## src/rtl/led_share_scheduler.sv

```systemverilog
// led_share_scheduler: round-robin owner of the board LED bank.
// A granted requester's latched pattern is shown for HOLD_TICKS ticks,
// followed by a one-cycle blank gap; with no requester active the bank
// runs a one-hot chase that advances every CHASE_TICKS ticks.
module led_share_scheduler #(
    parameter int NUM_REQ     = 4,
    parameter int LED_W       = 4,
    parameter int TICK_DIV    = 50_000_000,
    parameter int HOLD_TICKS  = 2,
    parameter int CHASE_TICKS = 1
) (
    input  logic                       clk,
    input  logic                       rst_n,
    input  logic [NUM_REQ-1:0]         req,
    input  logic [NUM_REQ*LED_W-1:0]   req_pattern,
    output logic [NUM_REQ-1:0]         grant,
    output logic                       done,
    output logic                       busy,
    output logic [LED_W-1:0]           led
);

    localparam int PS_W  = $clog2(TICK_DIV);
    localparam int HC_W  = $clog2(HOLD_TICKS + 1);
    localparam int CC_W  = $clog2(CHASE_TICKS + 1);
    localparam int IDX_W = (NUM_REQ > 1) ? $clog2(NUM_REQ) : 1;
    localparam int CP_W  = (LED_W > 1) ? $clog2(LED_W) : 1;

    localparam logic [PS_W-1:0]  PS_LAST    = PS_W'(TICK_DIV - 1);
    localparam logic [HC_W-1:0]  HOLD_LAST  = HC_W'(HOLD_TICKS - 1);
    localparam logic [CC_W-1:0]  CHASE_LAST = CC_W'(CHASE_TICKS - 1);
    localparam logic [CP_W-1:0]  POS_LAST   = CP_W'(LED_W - 1);
    localparam logic [IDX_W-1:0] IDX_LAST   = IDX_W'(NUM_REQ - 1);

    typedef enum logic [1:0] {
        IDLE = 2'd0,
        SHOW = 2'd1,
        GAP  = 2'd2
    } state_t;

    // Registered state
    state_t             r_state;
    logic [PS_W-1:0]    r_presc;
    logic [HC_W-1:0]    r_hold_cnt;
    logic [CC_W-1:0]    r_chase_cnt;
    logic [CP_W-1:0]    r_chase_pos;
    logic [IDX_W-1:0]   r_last;
    logic [NUM_REQ-1:0] r_grant;
    logic               r_done;
    logic               r_busy;
    logic [LED_W-1:0]   r_led;

    // Next-state values
    state_t             w_state_nxt;
    logic [PS_W-1:0]    w_presc_nxt;
    logic [HC_W-1:0]    w_hold_cnt_nxt;
    logic [CC_W-1:0]    w_chase_cnt_nxt;
    logic [CP_W-1:0]    w_chase_pos_nxt;
    logic [IDX_W-1:0]   w_last_nxt;
    logic [NUM_REQ-1:0] w_grant_nxt;
    logic               w_done_nxt;
    logic               w_busy_nxt;
    logic [LED_W-1:0]   w_led_nxt;

    // Combinational helpers
    logic               w_tick;
    logic               w_found;
    logic [IDX_W-1:0]   w_winner;
    logic [LED_W-1:0]   w_win_pat;
    logic [NUM_REQ-1:0] w_win_onehot;
    logic [LED_W-1:0]   w_chase_led;
    logic [LED_W-1:0]   w_pat [NUM_REQ];

    assign w_tick = (r_presc == PS_LAST);

    // Unpack the flat pattern bus into one slot per requester
    for (genvar g = 0; g < NUM_REQ; g++) begin : g_pat
        assign w_pat[g] = req_pattern[g*LED_W +: LED_W];
    end

    // Round-robin search: first set request after the last owner, wrapping
    always_comb begin
        int idx;
        idx       = 0;
        w_found   = 1'b0;
        w_winner  = '0;
        w_win_pat = '0;
        for (int k = 1; k <= NUM_REQ; k++) begin
            idx = (int'(r_last) + k) % NUM_REQ;
            if (!w_found && req[IDX_W'(idx)]) begin
                w_found   = 1'b1;
                w_winner  = IDX_W'(idx);
                w_win_pat = w_pat[IDX_W'(idx)];
            end
        end
    end

    // One-hot decodes of the arbitration winner and the chase position
    always_comb begin
        w_win_onehot           = '0;
        w_win_onehot[w_winner] = 1'b1;
        w_chase_led              = '0;
        w_chase_led[r_chase_pos] = 1'b1;
    end

    // Next-state and registered-output logic for IDLE / SHOW / GAP
    always_comb begin
        w_state_nxt     = r_state;
        w_presc_nxt     = w_tick ? '0 : r_presc + 1'b1;
        w_hold_cnt_nxt  = r_hold_cnt;
        w_chase_cnt_nxt = r_chase_cnt;
        w_chase_pos_nxt = r_chase_pos;
        w_last_nxt      = r_last;
        w_grant_nxt     = r_grant;
        w_done_nxt      = r_done;
        w_busy_nxt      = r_busy;
        w_led_nxt       = r_led;

        case (r_state)
            IDLE: begin
                w_led_nxt = w_chase_led;
                // Chase counters only move while idle, so they resume
                // from where they froze when a grant interrupted them.
                if (w_tick) begin
                    if (r_chase_cnt == CHASE_LAST) begin
                        w_chase_cnt_nxt = '0;
                        w_chase_pos_nxt = (r_chase_pos == POS_LAST) ? '0
                                                                    : r_chase_pos + 1'b1;
                    end else begin
                        w_chase_cnt_nxt = r_chase_cnt + 1'b1;
                    end
                end
                if (w_found) begin
                    w_grant_nxt    = w_win_onehot;
                    w_busy_nxt     = 1'b1;
                    w_led_nxt      = w_win_pat;
                    w_last_nxt     = w_winner;
                    w_hold_cnt_nxt = '0;
                    // Restart the prescaler so the hold is a whole number
                    // of ticks measured from the grant edge.
                    w_presc_nxt    = '0;
                    w_state_nxt    = SHOW;
                end
            end

            SHOW: begin
                // led keeps the pattern captured at grant time.
                if (!req[r_last]) begin
                    // Abandon takes priority over a coincident normal end.
                    w_grant_nxt = '0;
                    w_busy_nxt  = 1'b0;
                    w_led_nxt   = '0;
                    w_state_nxt = GAP;
                end else if (w_tick) begin
                    if (r_hold_cnt == HOLD_LAST) begin
                        w_grant_nxt = '0;
                        w_busy_nxt  = 1'b0;
                        w_done_nxt  = 1'b1;
                        w_led_nxt   = '0;
                        w_state_nxt = GAP;
                    end else begin
                        w_hold_cnt_nxt = r_hold_cnt + 1'b1;
                    end
                end
            end

            GAP: begin
                w_done_nxt  = 1'b0;
                w_state_nxt = IDLE;
                // The arbitration cycle shows the chase only when nobody
                // is waiting; otherwise it stays blank until the grant.
                w_led_nxt   = (req == '0) ? w_chase_led : '0;
            end

            default: begin
                w_state_nxt = IDLE;
            end
        endcase
    end

    // FSM state register
    always_ff @(posedge clk) begin
        if (!rst_n) begin
            r_state <= IDLE;
        end else begin
            r_state <= w_state_nxt;
        end
    end

    // Counters, arbitration pointer and registered outputs
    always_ff @(posedge clk) begin
        if (!rst_n) begin
            r_presc     <= '0;
            r_hold_cnt  <= '0;
            r_chase_cnt <= '0;
            r_chase_pos <= '0;
            r_last      <= IDX_LAST;
            r_grant     <= '0;
            r_done      <= 1'b0;
            r_busy      <= 1'b0;
            r_led       <= '0;
        end else begin
            r_presc     <= w_presc_nxt;
            r_hold_cnt  <= w_hold_cnt_nxt;
            r_chase_cnt <= w_chase_cnt_nxt;
            r_chase_pos <= w_chase_pos_nxt;
            r_last      <= w_last_nxt;
            r_grant     <= w_grant_nxt;
            r_done      <= w_done_nxt;
            r_busy      <= w_busy_nxt;
            r_led       <= w_led_nxt;
        end
    end

    assign grant = r_grant;
    assign done  = r_done;
    assign busy  = r_busy;
    assign led   = r_led;

endmodule

```

## config.mk

```make
export PLATFORM = sky130hd
export DESIGN_NAME = led_share_scheduler
export DESIGN_NICKNAME = d
export VERILOG_FILES = /design/src/rtl/led_share_scheduler.sv
export SDC_FILE = /design/constraint.sdc
export NUM_CORES = 1
export LEC_CHECK = 0
export ABC_AREA = 1
export CORE_MARGIN = 2
export CORE_UTILIZATION = 47
export CTS_CLUSTER_DIAMETER = 100
export DETAILED_ROUTE_END_ITERATION = 6
export PLACE_DENSITY = 0.81
export SYNTH_ARGS = -nofsm -noshare
export SYNTH_HDL_FRONTEND = slang
export SYNTH_SLANG_ARGS = --single-unit
```

## constraint.sdc

```tcl
create_clock -name clk -period 1.5 [get_ports clk]
set_input_delay 0.3 -clock clk [delete_from_list [all_inputs] [get_ports clk]]
set_output_delay 0.3 -clock clk [all_outputs]
set_load 0.005 [all_outputs]
```

==> summary.md, run 1 <==
| Metric | Value |
|---|---|
| Status | `finished with violations` |
| Violations in the final reports | `negative setup slack` |
| Total DRC errors in the routed layout | `0` |
| Overflow left after global routing | `0` |
| Arr. time, crit path | `1.95 ns` |
| Number of placed I/O pins | `32` |
| Core region area | `0.00679 mm^2` |
| Cells on Worst Hold Path | `2` |
| Comb pwr share | `0.716` |
| Final hold vios | `0` |
| Maximum resistive drop on vdd | `0.630 mV` |
| End of the worst register-to-register path | `led[0]` |
| Fraction of layout cells with a size suffix above 1 | `0.428` |
| Total wirelength of the detailed-routed design | `11700 um` |
| Commonest non-fill, non-tap cells in the layout | `nand2_1 (107), buf_4 (78), inv_1 (45), nor2_1 (40), dfxtp_1 (29)` |
| Post-detailed-route via-to-cell ratio | `5.47` |
| Reg2reg setup slack | `-0.18 ns` |
| Final standard cell count with taps included and fillers excluded | `706` |
| Type of origin of the critical path | `input pin` |
| Vias in the first global route | `3647` |
| Sequential group share of total power | `0.186` |
| Horizontal extent of the die | `87.7 um` |
| Wire length of the first global-routing pass | `16100 um` |
| Area fraction in compound gates after synthesis | `0.0646` |
| Total count of max-transition violations in the final report | `0` |
| Final RePlAce weighted congestion | `0.873` |
| Utilization of the core after routing | `0.739` |
| Antenna diodes | `0` |
| Number of distinct library cells after synthesis | `37` |
| Synthesis Warnings | `0` |
| Required time of the critical path | `1.75 ns` |
| Setup repair after global routing missed its margin | `yes` |
| Xor/xnor cell area share of the yosys netlist | `0.0506` |
| Port Buffers | `31` |
| CTS root buf | `clkbuf_8` |
| Highest Clock Rate | `588 MHz` |
| Total leakage power | `0.00225 uW` |
| Worst Hold End | `done` |
| Overall die area | `0.00769 mm^2` |
| Number of maximum-capacitance constraint violations | `0` |
| Main combinational cell family by area after synthesis | `simple AND/OR/NAND/NOR gates` |
| Endpoint type of the worst setup path | `flip-flop` |
| Number of clock buffers inserted by TritonCTS | `5` |
| Most common cell after layout, fill and taps aside | `nand2_1` |
| Internal Dissipation | `4280 uW` |
| Final critical path time including I/O delays and setup | `1.70 ns` |
| Hold WC Path Type | `reg -> reg` |
| Post-synthesis instance total | `490` |
| Placed Instances | `678` |
| Max transition margin | `0.630` |
| Source of the worst register-to-register timing path | `r_last[0]` |
| DIE HEIGHT | `87.7 um` |
| Depth of the most critical reg-to-reg path | `8` |
| Total cell area at the placement stage | `0.00421 mm^2` |
| Dominant register cell in the synthesized netlist | `dfxtp_1` |
| Worst-path maximum fanout | `7` |
| Number of enable-type register cells in the synthesized netlist | `0` |
| Initial antenna violation count | `0` |
| Drt initial violations | `287` |
| Pin count of the biggest net entering global routing | `16` |
| Initial core utilization | `0.484` |
| Clock Sink Count | `44` |
| Clock power share | `0.098` |
| Synthesized-area fraction occupied by adder cells | `0.0418` |
| Deepest clock path buffer count | `2` |
| Antenna viol nets, final | `0` |
| Post-Route Skew | `0.0130 ns` |
| Switching share of power | `0.496` |
| Final worst path period share | `1.13` |
| Post-layout nets | `642` |
| Routed wire per std cell | `16.6 um` |
| Area growth syn-to-layout | `52.7%` |
| Category of the most critical setup path | `in -> reg` |
| Mean instance size in the synthesized netlist | `6.72 um^2` |
| Synthesized area | `0.00329 mm^2` |
| Setup violations, final | `43` |
| H-tree Lvls | `2` |
| Hold path start | `done` |
| Worst-case hold slack | `0.451 ns` |
| Flop and latch count out of synthesis | `44` |
| Post-Synthesis Net Count | `523` |
| Clk Latency, worst-skew pair | `0.32 ns` |
| Clock transition at the register clock pins on the worst setup and hold paths after CTS | `0.09 ns` |
| Placement row count | `30` |
| Final Worst Setup Slack | `-0.200 ns` |
| HPWL Detailed | `6610 um` |
| Number of detailed-routing iterations run before antenna repair | `5` |
| FFs w/ async S/R, synth | `0` |
| Total number of vias | `3864` |
| Power Dens Cells | `1690 mW/mm^2` |
| Post-Synth Simple-Gate Area | `0.454` |
| Actual transition at the worst max-transition pin | `0.550 ns` |
| Sw Pwr | `4210 uW` |
| TritonCTS clock tree | `yes` |
| Post-synthesis mux area share | `0.0183` |
| Share of synthesized area occupied by flip-flops and latches | `0.268` |
| Total routing usage reported by global routing | `0.264` |
| Final instance area | `0.00502 mm^2` |
## routing by layer
layer,track usage,vias to the layer above,routed length [um]
met2,0.492,202,6010
met3,0.0368,75,815
met5,0,-,0
li1,-,1781,-
met1,0.303,1806,4230
met4,0.103,0,697
## cells in the mapped netlist, types with 3 or more instances
cell | instances | area (um^2)
a21oi_1 | 17 | 85.1
buf_6 | 7 | 78.8
dfxtp_1 | 44 | 881
ha_1 | 11 | 138
inv_1 | 51 | 191
inv_2 | 8 | 30.0
mux2i_1 | 6 | 60.1
nand2_1 | 124 | 465
nand2_2 | 20 | 125
nand2_4 | 7 | 78.8
nand3_1 | 30 | 150
nand4_1 | 10 | 62.6
nor2_1 | 58 | 218
nor2_2 | 17 | 106
nor3_1 | 9 | 45.0
nor3b_1 | 3 | 22.5
o21ai_0 | 17 | 85.1
o21ai_1 | 3 | 15.0
xnor2_1 | 5 | 43.8
xor2_1 | 14 | 123
## through the flow
step	worst slack (ns)	power, uW	setup TNS, ns
global route	-0.282	8970	-8.75
global placement	-0.312	6010	-11.64
floorplan	0.0166	4760	0
CTS	-0.0904	7680	-2.26
finish	-0.200	8490	-4.99
detailed placement	-0.382	6190	-13.05
## critical path: stages
cell             delay [ns]
clkdlybuf4s50_1        0.57
nand2_1                0.13
nand2_2                0.13
nand2_2                0.11
nand2_8                0.10
nand2_4                0.06
nand2_2                0.07
nand2_1                0.09
nand2_1                0.11
nand4_1                0.12
a21oi_1                0.16
## how the worst max path moves through the flow
stage,start,to,slack [ns],cells after the start
2_1_floorplan,r_presc[0],r_presc[24],0.02,11
4_1_cts,r_presc[0],led[2],-0.09,11
3_3_place_gp,req[3],r_presc[13],-0.31,11
6_report,req[0],grant[3],-0.20,11
5_1_grt,r_last[0],led[0],-0.28,10
3_5_place_dp,req[3],r_state[1],-0.38,10
## cell families (layout without fill, tap and decap cells)
| kind of cell | after synthesis | count (layout) |
|---|---|---|
| adders and majority gates | 11 | 11 |
| and+or+nand+nor | 296 | 297 |
| xor gates and xnor gates | 19 | 19 |
| DFF | 44 | 44 |
| buffers and inverters | 73 | 192 |
| muxes | 6 | 6 |
| AOI/OAI and AO/OA | 41 | 41 |
## final cells by class
type / count / area (um^2)
Multi-Input combinational cell: 374 / 2560
Fill cell: 417 / 1770
Timing Repair Buffer: 122 / 1090
Sequential cell: 44 / 902
Inverter: 62 / 255
Tap cell: 96 / 120
Clock buffer: 7 / 86.3
Clock inverter: 1 / 7.51
## registers in the layout, summed over array words and instances (netlist names)
name,count
busy,1
done,1
grant,4
led,4
r_chase_pos,2
r_hold_cnt,2
r_last,2
r_presc,26
r_state,2
## power by group through the flow
stage	combinational [uW]	sequential, uW	clock, uW
floorplan	3260	1500	0
global placement	4490	1520	0
detailed placement	4660	1530	0
CTS	5320	1550	813
global route	6520	1590	863
finish	6080	1580	832
## what timing repair did
item | 4_1_cts | 5_1_grt
gates resized for setup | 85 | 64
cloned | 2 | 0
hold buffers | 0 | 0
setup endpoints to repair | 44 | 48
buffers inserted | 11 | 7
pin swaps | 35 | 19
Power figures use the tool's default switching activity.
==> run 2: changes to the inputs <==
Settings changed: CORE_UTILIZATION 47 to 52, PLACE_DENSITY 0.81 to 0.88.
==> summary.md, run 2 (same netlist as run 1, synthesis figures left out) <==
| Metric | Value |
|---|---|
| Total wirelength of the detailed-routed design | `11300 um` |
| H-tree Lvls | `2` |
| Switching share of power | `0.496` |
| Top register by number of flip-flops | `r_presc` |
| Area growth syn-to-layout | `46.1%` |
| Final worst path period share | `1.16` |
| Drt initial violations | `286` |
| Required time of the critical path | `1.75 ns` |
| Endpoint type of the worst setup path | `flip-flop` |
| Total leakage power | `0.00211 uW` |
| Category of the most critical setup path | `reg -> reg` |
| Max transition margin | `0.806` |
| Routed wire per std cell | `16.8 um` |
| Worst path slowest cell | `dfxtp_1` |
| Most common cell after layout, fill and taps aside | `nand2_1` |
| Sequential group share of total power | `0.188` |
| Final critical path time including I/O delays and setup | `1.75 ns` |
| Worst-case hold slack | `0.447 ns` |
| Total number of vias | `3818` |
| Final RePlAce weighted congestion | `0.879` |
| Arr. time, crit path | `1.99 ns` |
| Worst Hold End | `done` |
| Clock Sink Count | `44` |
| Antenna diodes | `0` |
| Initial antenna violation count | `0` |
| Initial core utilization | `0.546` |
| Highest Clock Rate | `572 MHz` |
| Routing layer with the top usage in global route | `met2` |
| Post-Route Skew | `0.00775 ns` |
| End of the worst register-to-register path | `led[0]` |
| CTS root buf | `clkbuf_8` |
| Deepest clock path buffer count | `2` |
| Total routing usage reported by global routing | `0.268` |
| Status | `finished with violations` |
| Clock transition at the register clock pins on the worst setup and hold paths after CTS | `0.09 ns` |
| Overflow left after global routing | `0` |
| Cts-stage hold buffer count | `0` |
| Pin count of the biggest net entering global routing | `18` |
| Total DRC errors in the routed layout | `0` |
| Post-layout nets | `634` |
| Depth of the most critical reg-to-reg path | `12` |
| Final Worst Setup Slack | `-0.247 ns` |
| Number of placed I/O pins | `32` |
| Actual transition at the worst max-transition pin | `0.288 ns` |
| Sequence of cells on the critical path | `inv_2 > nand2_1 > nor3_2 > nand2_2 > nor2_4 > nand2_2 > buf_6 > nand2_8 > nand3_4 > nand2_4 > nand2_2 > a21oi_2` |
| Hold path start | `done` |
| Vias in the first global route | `3635` |
| Maximum resistive drop on vdd | `1.19 mV` |
| Met1 global-route usage | `0.291` |
| Setup violations, final | `43` |
| Overall die area | `0.00698 mm^2` |
| Core region area | `0.00603 mm^2` |
| Source of the worst register-to-register timing path | `r_presc[9]` |
| Fraction of layout cells with a size suffix above 1 | `0.396` |
| DIE HEIGHT | `83.6 um` |
| Number of maximum-capacitance constraint violations | `0` |
| Final hold vios | `0` |
| Worst-path maximum fanout | `8` |
| Clock power share | `0.088` |
| Global routing met2 resource utilization | `0.510` |
| Port Buffers | `31` |
| Number of clock buffers inserted by TritonCTS | `5` |
| Internal Dissipation | `4240 uW` |
| Comb pwr share | `0.724` |
| Horizontal extent of the die | `83.6 um` |
| HPWL Detailed | `6650 um` |
| Crit path largest cell delay | `0.34 ns` |
| Type of origin of the critical path | `flip-flop` |
| Number of detailed-routing iterations run before antenna repair | `5` |
| Power Dens Cells | `1750 mW/mm^2` |
| Violations in the final reports | `negative setup slack` |
| Clk Latency, worst-skew pair | `0.31 ns` |
| Global routing met3 resource utilization | `0.0386` |
| Flip-flop count of the largest register, all copies and words added | `26` |
| Most common cell on crit path | `nand2_2` |
| Sw Pwr | `4160 uW` |
| Wire length of the first global-routing pass | `15500 um` |
| Sum of negative setup slack | `-5.91 ns` |
| Post-detailed-route via-to-cell ratio | `5.65` |
| Total count of max-transition violations in the final report | `0` |
| Commonest non-fill, non-tap cells in the layout | `nand2_1 (104), buf_4 (71), inv_1 (45), nor2_1 (43), dfxtp_1 (32)` |
| Hold WC Path Type | `reg -> reg` |
| Placement row count | `28` |
| Cells on Worst Hold Path | `2` |
| TritonCTS clock tree | `yes` |
| Antenna viol nets, final | `0` |
| Setup repair after global routing missed its margin | `yes` |
| Reg2reg setup slack | `-0.25 ns` |
==> run 2: changes by cell type in the layout (fill, tap and decap cells not counted), moves of 3 or more <==
| cell | before | now |
|---|---|---|
| nand2_1 | 107 | 104 |
| nor2_4 | 14 | 9 |
| buf_4 | 78 | 71 |
| nand3_2 | 9 | 5 |
| xor2_1 | 7 | 12 |
| xor2_2 | 7 | 2 |
| dfxtp_2 | 14 | 9 |
| dfxtp_1 | 29 | 32 |
| nand2_4 | 17 | 13 |
| nor2_1 | 40 | 43 |
| nand3_1 | 20 | 23 |
| nand2_2 | 25 | 31 |
==> run 2: metrics by stage <==
step                      setup slack, ns  utilization  cells  power (uW)  cell area (um^2)
after detailed placement           -0.435        0.694    653        6230              4180
after CTS                          -0.118        0.739    666        7190              4450
after global routing               -0.312        0.798    676        8920              4810
after global placement             -0.322        0.694    653        6030              4180
after floorplan                    0.0166            -    490        4760              3310
final                              -0.247        0.798    676        8400              4810
==> run 2: how the worst max path moves through the flow <==
stage | startpoint | to | slack (ns) | cells past startpoint
2_1_floorplan | r_presc[0] | r_presc[24] | 0.02 | 11
3_5_place_dp | req[1] | r_presc[5] | -0.44 | 11
6_report | r_presc[9] | led[0] | -0.25 | 12
5_1_grt | r_presc[18] | led[0] | -0.31 | 12
3_3_place_gp | req[1] | r_presc[20] | -0.32 | 11
4_1_cts | r_presc[1] | led[0] | -0.12 | 12
==> run 2: power groups by stage <==
stage	sequential (uW)	combinational, uW	clock (uW)
floorplan	1500	3260	0
global placement	1520	4500	0
detailed placement	1530	4700	0
CTS	1520	4920	747
global route	1590	6530	807
finish	1580	6080	743
==> run 2: final cells by class <==
class / instances / area [um^2]
Timing Repair Buffer: 114 / 1030
Inverter: 62 / 258
Sequential cell: 44 / 903
Clock inverter: 2 / 12.5
Fill cell: 349 / 1220
Clock buffer: 5 / 68.8
Tap cell: 75 / 93.8
Timing Repair inverter: 1 / 6.26
Multi-Input combinational cell: 373 / 2440
==> run 2: repair_timing <==
action                     4_1_cts  5_1_grt
setup buffers                    6        8
setup endpoints to repair       41       49
gates cloned                     0        2
gates resized for setup         46       77
pin swaps                       18       28
==> run 2: metal layers <==
metal,up-vias,part of all wire
met5,-,0
met3,70,0.061
li1,1767,-
met1,1765,0.36
met4,0,0.058
met2,216,0.52
==> run 2: critical path: cells and delay by family (launching register included) <==
family / cells / cell delay [ns]
AND/OR/NAND/NOR: 9 / 0.98
AO/OA/AOI/OAI: 1 / 0.10
buffers and inverters: 2 / 0.26
flip-flops: 1 / 0.34
==> run 3: changes to the inputs <==
Settings changed: CORE_UTILIZATION 52 to 54, CTS_BUF_LIST set to sky130_fd_sc_hd__clkbuf_4 sky130_fd_sc_hd__clkbuf_8, PLACE_DENSITY 0.88 to 0.9.
==> summary.md, run 3 (same netlist as run 1, synthesis figures left out) <==
| Metric | Value |
|---|---|
| Status | `finished with violations` |
| Violations in the final reports | `negative setup slack` |
| Most common cell after layout, fill and taps aside | `nand2_1` |
| Total count of max-transition violations in the final report | `0` |
| Initial antenna violation count | `0` |
| Commonest non-fill, non-tap cells in the layout | `nand2_1 (96), buf_4 (66), inv_1 (47), nor2_1 (44), nand2_2 (30)` |
| Combined area of the multi-input logic cells | `0.00258 mm^2` |
| Number of detailed-routing iterations run before antenna repair | `6` |
| Post-detailed-route via-to-cell ratio | `6.20` |
| Internal Dissipation | `4780 uW` |
| Area growth syn-to-layout | `50.5%` |
| Total wirelength of the detailed-routed design | `13700 um` |
| Category of the most critical setup path | `reg -> reg` |
| Routed wire per std cell | `20.4 um` |
| Setup repair after global routing missed its margin | `yes` |
| TritonCTS clock tree | `yes` |
| Pin count of the biggest net entering global routing | `18` |
| Fraction of layout cells with a size suffix above 1 | `0.419` |
| Final RePlAce weighted congestion | `0.942` |
| Hold WC Path Type | `reg -> reg` |
| Total number of vias | `4150` |
| Flip-flop count of the largest register, all copies and words added | `26` |
| Top register by number of flip-flops | `r_presc` |
| Post-Route Skew | `0.0121 ns` |
| Deepest clock path buffer count | `2` |
| Horizontal extent of the die | `82.1 um` |
| Placement row count | `28` |
| Overflow left after global routing | `0` |
| Antenna viol nets, final | `0` |
| Total leakage power | `0.00220 uW` |
| Overall die area | `0.00673 mm^2` |
| Final hold vios | `0` |
| Initial core utilization | `0.556` |
| Wire length of the first global-routing pass | `17200 um` |
| Final critical path time including I/O delays and setup | `1.83 ns` |
| Final instance area | `0.00495 mm^2` |
| Endpoint type of the worst setup path | `flip-flop` |
| Fill count | `310` |
| Required time of the critical path | `1.69 ns` |
| Final worst path period share | `1.22` |
| Type of origin of the critical path | `flip-flop` |
| Antenna diodes | `0` |
| Port Buffers | `31` |
| Reg2reg setup slack | `-0.33 ns` |
| Power Dens Cells | `1890 mW/mm^2` |
| Number of clock buffers inserted by TritonCTS | `5` |
| HPWL Detailed | `6450 um` |
| Sequential group share of total power | `0.168` |
| Arr. time, crit path | `2.01 ns` |
| Vias in the first global route | `3759` |
| DIE HEIGHT | `82.1 um` |
| Cts-stage hold buffer count | `0` |
| Register Area | `906 um^2` |
| Clock power share | `0.140` |
| Sw Pwr | `4570 uW` |
| H-tree Lvls | `2` |
| Total routing usage reported by global routing | `0.336` |
| Clock Sink Count | `44` |
| Core region area | `0.00592 mm^2` |
| Number of placed I/O pins | `32` |
| Switching share of power | `0.489` |
| Total cell area at the placement stage | `0.00403 mm^2` |
| Drt initial violations | `430` |
| Maximum resistive drop on vdd | `1.13 mV` |
| Worst-path maximum fanout | `3` |
| Setup violations, final | `44` |
| Post-placement setup slack | `-0.397 ns` |
| Clk Latency, worst-skew pair | `0.31 ns` |
| Final Worst Setup Slack | `-0.326 ns` |
| Highest Clock Rate | `548 MHz` |
| Number of maximum-capacitance constraint violations | `0` |
| Comb pwr share | `0.692` |
| Max transition margin | `0.684` |
| CTS root buf | `clkbuf_8` |
| Post-layout nets | `626` |
| Total DRC errors in the routed layout | `0` |
| Actual transition at the worst max-transition pin | `0.470 ns` |
| Clock transition at the register clock pins on the worst setup and hold paths after CTS | `0.09 ns` |
[run 3: power groups by stage]
stage | Combinational, uW | Sequential (uW) | Clock [uW]
after floorplan | 3260 | 1500 | 0
after global routing | 6790 | 1580 | 1320
final | 6470 | 1570 | 1310
after detailed placement | 4540 | 1520 | 0
after global placement | 4380 | 1510 | 0
after CTS | 4870 | 1510 | 1270
[run 3: critical path, stage by stage (launching register included)]
cell	delay (ns)
dfxtp_1	0.37
inv_2	0.08
nand2_1	0.08
nor3_1	0.22
nand2_2	0.13
nor2_4	0.20
nand2_4	0.12
nand2_4	0.12
nor3b_2	0.30
nor2_1	0.08
[run 3: repair_timing]
item	in CTS	in global routing
endpoints found under the setup margin	41	48
gates resized for setup	62	100
pin swaps	27	39
cloned	1	0
setup buffers	11	12
[run 3: metrics by stage]
| step | util | total power (uW) | hold WS, ns | instances | TNS, ns |
|---|---|---|---|---|---|
| 2_1_floorplan | - | 4760 | 0.437 | 490 | 0 |
| 3_3_place_gp | 0.681 | 5880 | 0.430 | 637 | -10.34 |
| 3_5_place_dp | 0.681 | 6050 | 0.453 | 637 | -12.38 |
| 4_1_cts | 0.758 | 7640 | 0.469 | 657 | -1.96 |
| 5_1_grt | 0.837 | 9680 | 0.503 | 669 | -11.72 |
| 6_report | 0.837 | 9340 | 0.464 | 669 | -9.61 |
[run 3: worst paths after layout]
| kind | start | end | depth (start not counted) |
|---|---|---|---|
| worst max register to register | r_presc[7] | r_state[1] | 9 |
| worst min register to register | done | done | 2 |
| worst max-delay path | r_presc[7] | r_state[1] | 9 |
| worst min-delay path | done | done | 2 |
[run 3: layout make-up]
cell class                      count  area share
Clock buffer                        5      0.0139
Sequential cell                    44       0.183
Timing Repair Buffer              107       0.192
Tap cell                           75      0.0189
Multi-Input combinational cell    373       0.522
Inverter                           62      0.0525
Clock inverter                      3      0.0182
[run 3: metal layers]
| metal | global-route usage | share of wire | up-vias |
|---|---|---|---|
| met3 | 0.0725 | 0.088 | 139 |
| li1 | - | - | 1756 |
| met2 | 0.620 | 0.49 | 349 |
| met1 | 0.347 | 0.35 | 1906 |
| met4 | 0.197 | 0.080 | 0 |
| met5 | 0 | 0 | - |
